$ cat config.mk
export PLATFORM = sky130hd
export DESIGN_NAME = read_fmps_test_link
export DESIGN_NICKNAME = d
export VERILOG_FILES = /design/src/rtl/fmps_test_pkg.sv /design/src/rtl/fmps_test_field_check.sv /design/src/rtl/read_fmps_test_link.sv
export SDC_FILE = /design/constraint.sdc
export NUM_CORES = 1
export LEC_CHECK = 0
export BUFFER_PORTS_ARGS = -buffer_cell sky130_fd_sc_hd__buf_2
export CAP_MARGIN = 20
export CORE_MARGIN = 1
export CORE_UTILIZATION = 48
export CTS_CLUSTER_SIZE = 24
export DETAILED_ROUTE_END_ITERATION = 16
export PLACE_DENSITY = 0.73
export SKIP_CTS_REPAIR_TIMING = 1
export SLEW_MARGIN = 30
export SYNTH_ARGS = -nofsm -noshare
export SYNTH_HDL_FRONTEND = slang
export SYNTH_HIERARCHICAL = 1
export SYNTH_SLANG_ARGS = --single-unit
export TNS_END_PERCENT = 10
$ cat constraint.sdc
create_clock -name auroraUserClk -period 3.2 [get_ports auroraUserClk]
set_input_delay 0.32 -clock auroraUserClk [delete_from_list [all_inputs] [get_ports auroraUserClk]]
set_output_delay 0.32 -clock auroraUserClk [all_outputs]
set_load 0.005 [all_outputs]
$ cat src/rtl/fmps_test_pkg.sv
// Shared constants and types for the FMPS test link (writer and reader sides).
// Provides magic values, index width, status codes and the receive-state encoding.
package fmps_test_pkg;

    localparam logic [15:0] HEADER_MAGIC     = 16'hB6CF;
    localparam logic [15:0] DATA_MAGIC       = 16'hCACA;
    localparam int          MAX_FMPSS        = 32;
    localparam int          FMPS_INDEX_WIDTH = $clog2(MAX_FMPSS);
    localparam int          COUNT_WIDTH      = 16;

    localparam logic [1:0]  CODE_OK    = 2'd0;
    localparam logic [1:0]  CODE_HDR   = 2'd1;
    localparam logic [1:0]  CODE_DATA  = 2'd2;
    localparam logic [1:0]  CODE_FRAME = 2'd3;

    typedef enum logic [1:0] {
        S_IDLE   = 2'd0,
        S_HEADER = 2'd1,
        S_DATA   = 2'd2,
        S_DRAIN  = 2'd3
    } rx_state_t;

    // Writer-side word builders so both ends agree on the packet layout.
    function automatic logic [31:0] make_header(input logic [FMPS_INDEX_WIDTH-1:0] idx);
        return {HEADER_MAGIC, 1'b1, idx, 10'd0};
    endfunction

    function automatic logic [31:0] make_data(input logic [FMPS_INDEX_WIDTH-1:0] cnt,
                                              input logic [7:0] fa_cycle);
        return {3'd0, cnt, DATA_MAGIC, fa_cycle};
    endfunction

endpackage

$ cat src/rtl/fmps_test_field_check.sv
// Combinational field comparison for one FMPS test word (header or data).
// Framing (tlast placement) is judged before field content.
module fmps_test_field_check
    import fmps_test_pkg::*;
(
    input  logic [31:0]                 i_word,
    input  logic                        i_tlast,
    input  logic                        i_is_data,
    input  logic [FMPS_INDEX_WIDTH-1:0] i_exp_index,
    input  logic [FMPS_INDEX_WIDTH-1:0] i_exp_data_cnt,
    input  logic [7:0]                  i_fa_cycle,
    output logic                        o_ok,
    output logic [1:0]                  o_code
);

    logic w_hdr_fields_ok;
    logic w_data_fields_ok;

    assign w_hdr_fields_ok  = (i_word[31:16] == HEADER_MAGIC) &&
                              i_word[15] &&
                              (i_word[14:10] == i_exp_index) &&
                              (i_word[9:0] == 10'd0);

    assign w_data_fields_ok = (i_word[31:29] == 3'd0) &&
                              (i_word[28:24] == i_exp_data_cnt) &&
                              (i_word[23:8] == DATA_MAGIC) &&
                              (i_word[7:0] == i_fa_cycle);

    always_comb begin
        o_code = CODE_OK;
        if (i_is_data) begin
            if (!i_tlast)               o_code = CODE_FRAME;
            else if (!w_data_fields_ok) o_code = CODE_DATA;
        end else begin
            if (i_tlast)                o_code = CODE_FRAME;
            else if (!w_hdr_fields_ok)  o_code = CODE_HDR;
        end
    end

    assign o_ok = (o_code == CODE_OK);

endmodule

$ cat src/rtl/read_fmps_test_link.sv
// Receive-side checker for the FMPS test link: validates header/data packets from the
// Aurora RX stream and reports per-packet status plus saturating good/bad counters.
module read_fmps_test_link
    import fmps_test_pkg::*;
(
    input  logic                        auroraUserClk,
    input  logic                        auroraUserRst_n,
    input  logic                        auroraFAstrobe,
    input  logic                        auroraChannelUp,
    input  logic [FMPS_INDEX_WIDTH-1:0] baseFmpsIndex,
    input  logic [31:0]                 FMPS_TEST_AXI_STREAM_RX_tdata,
    input  logic                        FMPS_TEST_AXI_STREAM_RX_tvalid,
    input  logic                        FMPS_TEST_AXI_STREAM_RX_tlast,
    output logic                        FMPS_TEST_AXI_STREAM_RX_tready,
    output logic                        TESTstatusStrobe,
    output logic [1:0]                  TESTstatusCode,
    output logic [COUNT_WIDTH-1:0]      packetCount,
    output logic [COUNT_WIDTH-1:0]      errorCount,
    output logic [31:0]                 lastHeader,
    output logic [1:0]                  dbgRxState
);

    localparam logic [COUNT_WIDTH-1:0] CNT_ONE = COUNT_WIDTH'(1);
    localparam logic [COUNT_WIDTH-1:0] CNT_MAX = '1;

    rx_state_t                   r_state;
    rx_state_t                   w_state_nxt;
    logic [FMPS_INDEX_WIDTH-1:0] r_exp_index;
    logic [FMPS_INDEX_WIDTH-1:0] r_exp_data_cnt;
    logic [7:0]                  r_fa_cycle;
    logic                        r_strobe;
    logic [1:0]                  r_code;
    logic [COUNT_WIDTH-1:0]      r_pkt_cnt;
    logic [COUNT_WIDTH-1:0]      r_err_cnt;
    logic [31:0]                 r_last_header;
    logic                        r_chan_up_d;

    logic       w_beat;
    logic       w_chan_fall;
    logic       w_chk_ok;
    logic [1:0] w_chk_code;
    logic       w_emit;
    logic [1:0] w_emit_code;
    logic       w_advance;
    logic       w_latch_hdr;

    // Handshake: a beat is tvalid && tready; tready is high in every state but S_IDLE
    // and does not depend on tvalid, so the upstream source never stalls mid-session.
    assign FMPS_TEST_AXI_STREAM_RX_tready = (r_state != S_IDLE);
    assign w_beat      = FMPS_TEST_AXI_STREAM_RX_tvalid && FMPS_TEST_AXI_STREAM_RX_tready;
    assign w_chan_fall = r_chan_up_d && !auroraChannelUp;

    fmps_test_field_check u_field_check (
        .i_word         (FMPS_TEST_AXI_STREAM_RX_tdata),
        .i_tlast        (FMPS_TEST_AXI_STREAM_RX_tlast),
        .i_is_data      (r_state == S_DATA),
        .i_exp_index    (r_exp_index),
        .i_exp_data_cnt (r_exp_data_cnt),
        .i_fa_cycle     (r_fa_cycle),
        .o_ok           (w_chk_ok),
        .o_code         (w_chk_code)
    );

    // Priority: session restart, then channel loss, then stream beats.
    always_comb begin
        w_state_nxt = r_state;
        w_emit      = 1'b0;
        w_emit_code = CODE_OK;
        w_advance   = 1'b0;
        w_latch_hdr = 1'b0;
        if (auroraFAstrobe) begin
            w_state_nxt = S_HEADER;
        end else if (w_chan_fall) begin
            w_state_nxt = S_IDLE;
            if (r_state == S_DATA || r_state == S_DRAIN) begin
                w_emit      = 1'b1;
                w_emit_code = CODE_FRAME;
            end
        end else if (w_beat) begin
            case (r_state)
                S_HEADER: begin
                    w_latch_hdr = 1'b1;
                    w_emit      = !w_chk_ok;
                    w_emit_code = w_chk_code;
                    if (w_chk_ok)                       w_state_nxt = S_DATA;
                    else if (w_chk_code == CODE_FRAME)  w_state_nxt = S_HEADER;
                    else                                w_state_nxt = S_DRAIN;
                end
                S_DATA: begin
                    w_emit      = 1'b1;
                    w_emit_code = w_chk_code;
                    w_advance   = 1'b1;
                    w_state_nxt = FMPS_TEST_AXI_STREAM_RX_tlast ? S_HEADER : S_DRAIN;
                end
                S_DRAIN: begin
                    if (FMPS_TEST_AXI_STREAM_RX_tlast) w_state_nxt = S_HEADER;
                end
                default: ;
            endcase
        end
    end

    always_ff @(posedge auroraUserClk or negedge auroraUserRst_n) begin
        if (!auroraUserRst_n) begin
            r_state        <= S_IDLE;
            r_exp_index    <= '0;
            r_exp_data_cnt <= '0;
            r_fa_cycle     <= '0;
            r_strobe       <= 1'b0;
            r_code         <= CODE_OK;
            r_pkt_cnt      <= '0;
            r_err_cnt      <= '0;
            r_last_header  <= '0;
            r_chan_up_d    <= 1'b0;
        end else begin
            r_state     <= w_state_nxt;
            r_chan_up_d <= auroraChannelUp;
            r_strobe    <= w_emit;
            if (w_emit) r_code <= w_emit_code;
            if (w_latch_hdr) r_last_header <= FMPS_TEST_AXI_STREAM_RX_tdata;
            if (auroraFAstrobe) begin
                r_exp_index    <= baseFmpsIndex;
                r_exp_data_cnt <= '0;
                r_fa_cycle     <= r_fa_cycle + 8'd1;
                r_pkt_cnt      <= '0;
                r_err_cnt      <= '0;
            end else begin
                if (w_advance) begin
                    r_exp_index    <= r_exp_index + FMPS_INDEX_WIDTH'(1);
                    r_exp_data_cnt <= r_exp_data_cnt + FMPS_INDEX_WIDTH'(1);
                end
                if (w_emit) begin
                    if (w_emit_code == CODE_OK) begin
                        if (r_pkt_cnt != CNT_MAX) r_pkt_cnt <= r_pkt_cnt + CNT_ONE;
                    end else begin
                        if (r_err_cnt != CNT_MAX) r_err_cnt <= r_err_cnt + CNT_ONE;
                    end
                end
            end
        end
    end

    assign TESTstatusStrobe = r_strobe;
    assign TESTstatusCode   = r_code;
    assign packetCount      = r_pkt_cnt;
    assign errorCount       = r_err_cnt;
    assign lastHeader       = r_last_header;
    assign dbgRxState       = r_state;

endmodule

==> flow_metrics.tcl <==
set metrics [dict create \
    fp.dieArea_mm2 0.00992 \
    async_flop_share 1.00 \
    max-clock-path-buffers 2 \
    place_worst_setup_slack_ns 0.0606 \
    reg2reg_setup_slack_ns 0.17 \
    filler_cell_count 793 \
    power.ir.vdd_worst_uv 256 \
    detail_route.vias_per_cell 5.50 \
    cts_num_sinks 88 \
    timing_worst_slew_pin_value_ns 0.797 \
    cts-htree-levels 3 \
    syn-cell-area_mm2 0.00457 \
    starting_density_of_the_core 0.495 \
    fp.coreArea_mm2 0.00924 \
    syn-num-nets 474 \
    io_pins 113 \
    timing.hold.worst.class "primary input to asynchronous set/reset pin" \
    grt_start_max_net_pins 89 \
    critical-path-top-delay-family "simple AND/OR/NAND/NOR gates" \
    global_route.overflow_total 0 \
    core.rowCount 35 \
    postLayoutSetupSlackWorst_ns 0.173 \
    drcViolationCount 0 \
    grt_util_all_layers 0.223 \
    power_density_normalized_to_cell_area_mw_per_mm2 520 \
    setup_viol 0 \
    whs_ns 0.00918 \
    antenna_left 0 \
    place_congestion 0.827 \
    cts_made_buffers 9 \
    detailed_place_hpwl_um 7530 \
    final_area_mm2 0.00556 \
    count_of_flip_flops_with_a_built_in_enable_after_synthesis 0 \
    via_count 3704 \
    yosys.area.top_type_share 0.482 \
    worstSetupEndpointType "register" \
    setup_tns_ns 0 \
    synth_seq_area_share 0.482 \
    finish.net_count 591 \
    outcome "finished clean" \
    placed_area_mm2 0.00530 \
    die_w_um 99.6 \
    period_share 0.946 \
    fmax_mhz 330 \
    nature_of_the_critical_path_startpoint "register" \
    distinct_cell_type_count_of_the_synthesized_netlist 59 \
    yosysMostFrequentCell "sky130_fd_sc_hd__dfrtp_1" \
    root_buffer "sky130_fd_sc_hd__clkbuf_8" \
    dr.pass1.iters 4 \
    maxSlewViolCount 0 \
    p_leak_nw 2.56 \
    postSynthCellCount 422 \
    synth-warning-count 6 \
    clkTransAtPathRegs_ns 0.09 \
    clock_insertion_delay_worst_skew_ns 0.36 \
    timing.max_slew.rel_slack 0.469 \
    minimum_period_implied_by_the_final_worst_setup_slack_ns 3.03 \
    worst_path_largest_cell_delay_ns 0.45 \
    yosys_most_used_dff "sky130_fd_sc_hd__dfrtp_1" \
    port_buffers 112 \
    synth.largest_area_cell "sky130_fd_sc_hd__dfrtp_1" \
    grt_first_pass_wirelength_um 17400 \
    grt_pass1_vias 3591 \
    routed_wirelength_um 10500 \
    ys_top_cells_by_area "sky130_fd_sc_hd__dfrtp_1, sky130_fd_sc_hd__mux2_2, sky130_fd_sc_hd__xnor2_1" \
    path_cells "xor2_1 -> nor4_2 -> nand2_1 -> or4_1 -> mux2_4 -> nor2_1 -> buf_4 -> o2111ai_1 -> buf_4 -> nor4b_1 -> xnor2_1 -> nor2_1" \
    critPathArrivalTime_ns 3.24 \
    seq_area_mm2 0.00220 \
    crit_path_max_fanout 9 \
    die_y_um 99.6 \
    wl_per_cell_um 15.6 \
    startpoint_to_endpoint_class_of_the_critical_path "register to register" \
    cts_tree "built" \
    layout-area-overhead-vs-synth_pct 21.7 \
    multiInputGateArea_mm2 0.00225 \
    finClkSkew_ns 0.0157 \
    antenna_found_initial 0 \
    setup_repair_after_global_routing_missed_its_margin "false" \
    antenna_cells_inserted 0 \
    synth-seq-cells 88 \
    netlist_top_cells_count "sky130_fd_sc_hd__dfrtp_1, sky130_fd_sc_hd__mux2_2, sky130_fd_sc_hd__nor2_1" \
    critical_path_buf_inv_count 2 \
    timing.max_cap.violations 0 \
    cp_slowest_cell "sky130_fd_sc_hd__or4_1" \
    synthesis.area_per_instance_um2 10.8 \
    first_iteration_detailed_routing_drc_count 218 \
    worst_ep_required_time_ns 3.41 \
    final_layout_size_suffix_gt1_frac 0.349 \
    report.final.hold_viol_count 0 \
]
area by class of cell:
cell class                      count  share of cell area
Multi-Input combinational cell    301               0.405
Sequential cell                    88               0.396
Timing Repair Buffer              125               0.120
Tap cell                          129              0.0290
Clock buffer                        9              0.0223
Clock inverter                      7              0.0182
Inverter                           14             0.00945
kinds of logic after synthesis:
family / share of synthesized area
AND/OR/NAND/NOR: 0.185
buffers and inverters: 0.0331
XOR/XNOR: 0.0805
AO/OA/AOI/OAI: 0.0991
adder cells (fa/ha/maj): 0.0246
flip-flops: 0.482
multiplexers: 0.0961
registers in the layout (all words and copies together), names as in the netlist:
name and flops:
TESTstatusStrobe 1, errorCount 16, r_fa_cycle 8, dbgRxState 2
r_exp_data_cnt 5, packetCount 16, r_chan_up_d 1, TESTstatusCode 2
lastHeader 32, r_exp_index 5
per-stage QoR:
step                power, mW  instances  utilization
finish                   2.89        673        0.602
global route             3.06        673        0.602
CTS                      2.92        673        0.598
detailed placement       2.04        657        0.574
global placement         2.01        657        0.573
floorplan                1.76        422            -
path summary, 6_finish.rpt:
path,start,to,depth (start not counted)
setup reg to reg,r_fa_cycle[4],packetCount[7],12
hold reg to reg,lastHeader[26],lastHeader[26],1
max in group asynchronous,auroraUserRst_n,lastHeader[12],1
setup / recovery,r_fa_cycle[4],packetCount[7],12
hold / removal,auroraUserRst_n,packetCount[14],1
min in group auroraUserClk,auroraChannelUp,r_chan_up_d,1
where the power goes:
group	internal, mW	switching (mW)	total [mW]	leakage (nW)
clock network	0.449	0.423	0.873	0.112
logic	0.320	0.282	0.602	1.32
registers	1.29	0.125	1.42	1.13
cell usage in the layout, fill, tap and decap left out, drive strengths merged, types with 10 or more instances in the layout:
cell type / count
inv: 17
a21oi: 10
o21ai: 11
xnor2: 25
buf: 125
xor2: 17
nand3: 12
dfrtp: 88
nand4: 18
nor2: 28
o31ai: 13
nor4: 10
nor3: 13
nand2: 24
mux2: 36
metal layers:
layer / track usage / part of all wire / vias up
li1: - / - / 1793
met1: 0.304 / 0.47 / 1804
met2: 0.354 / 0.47 / 100
met3: 0.0562 / 0.052 / 7
met4: 0.0667 / 0.0070 / 0
met5: 0 / 0 / -
(Power assumes the default switching activity.)
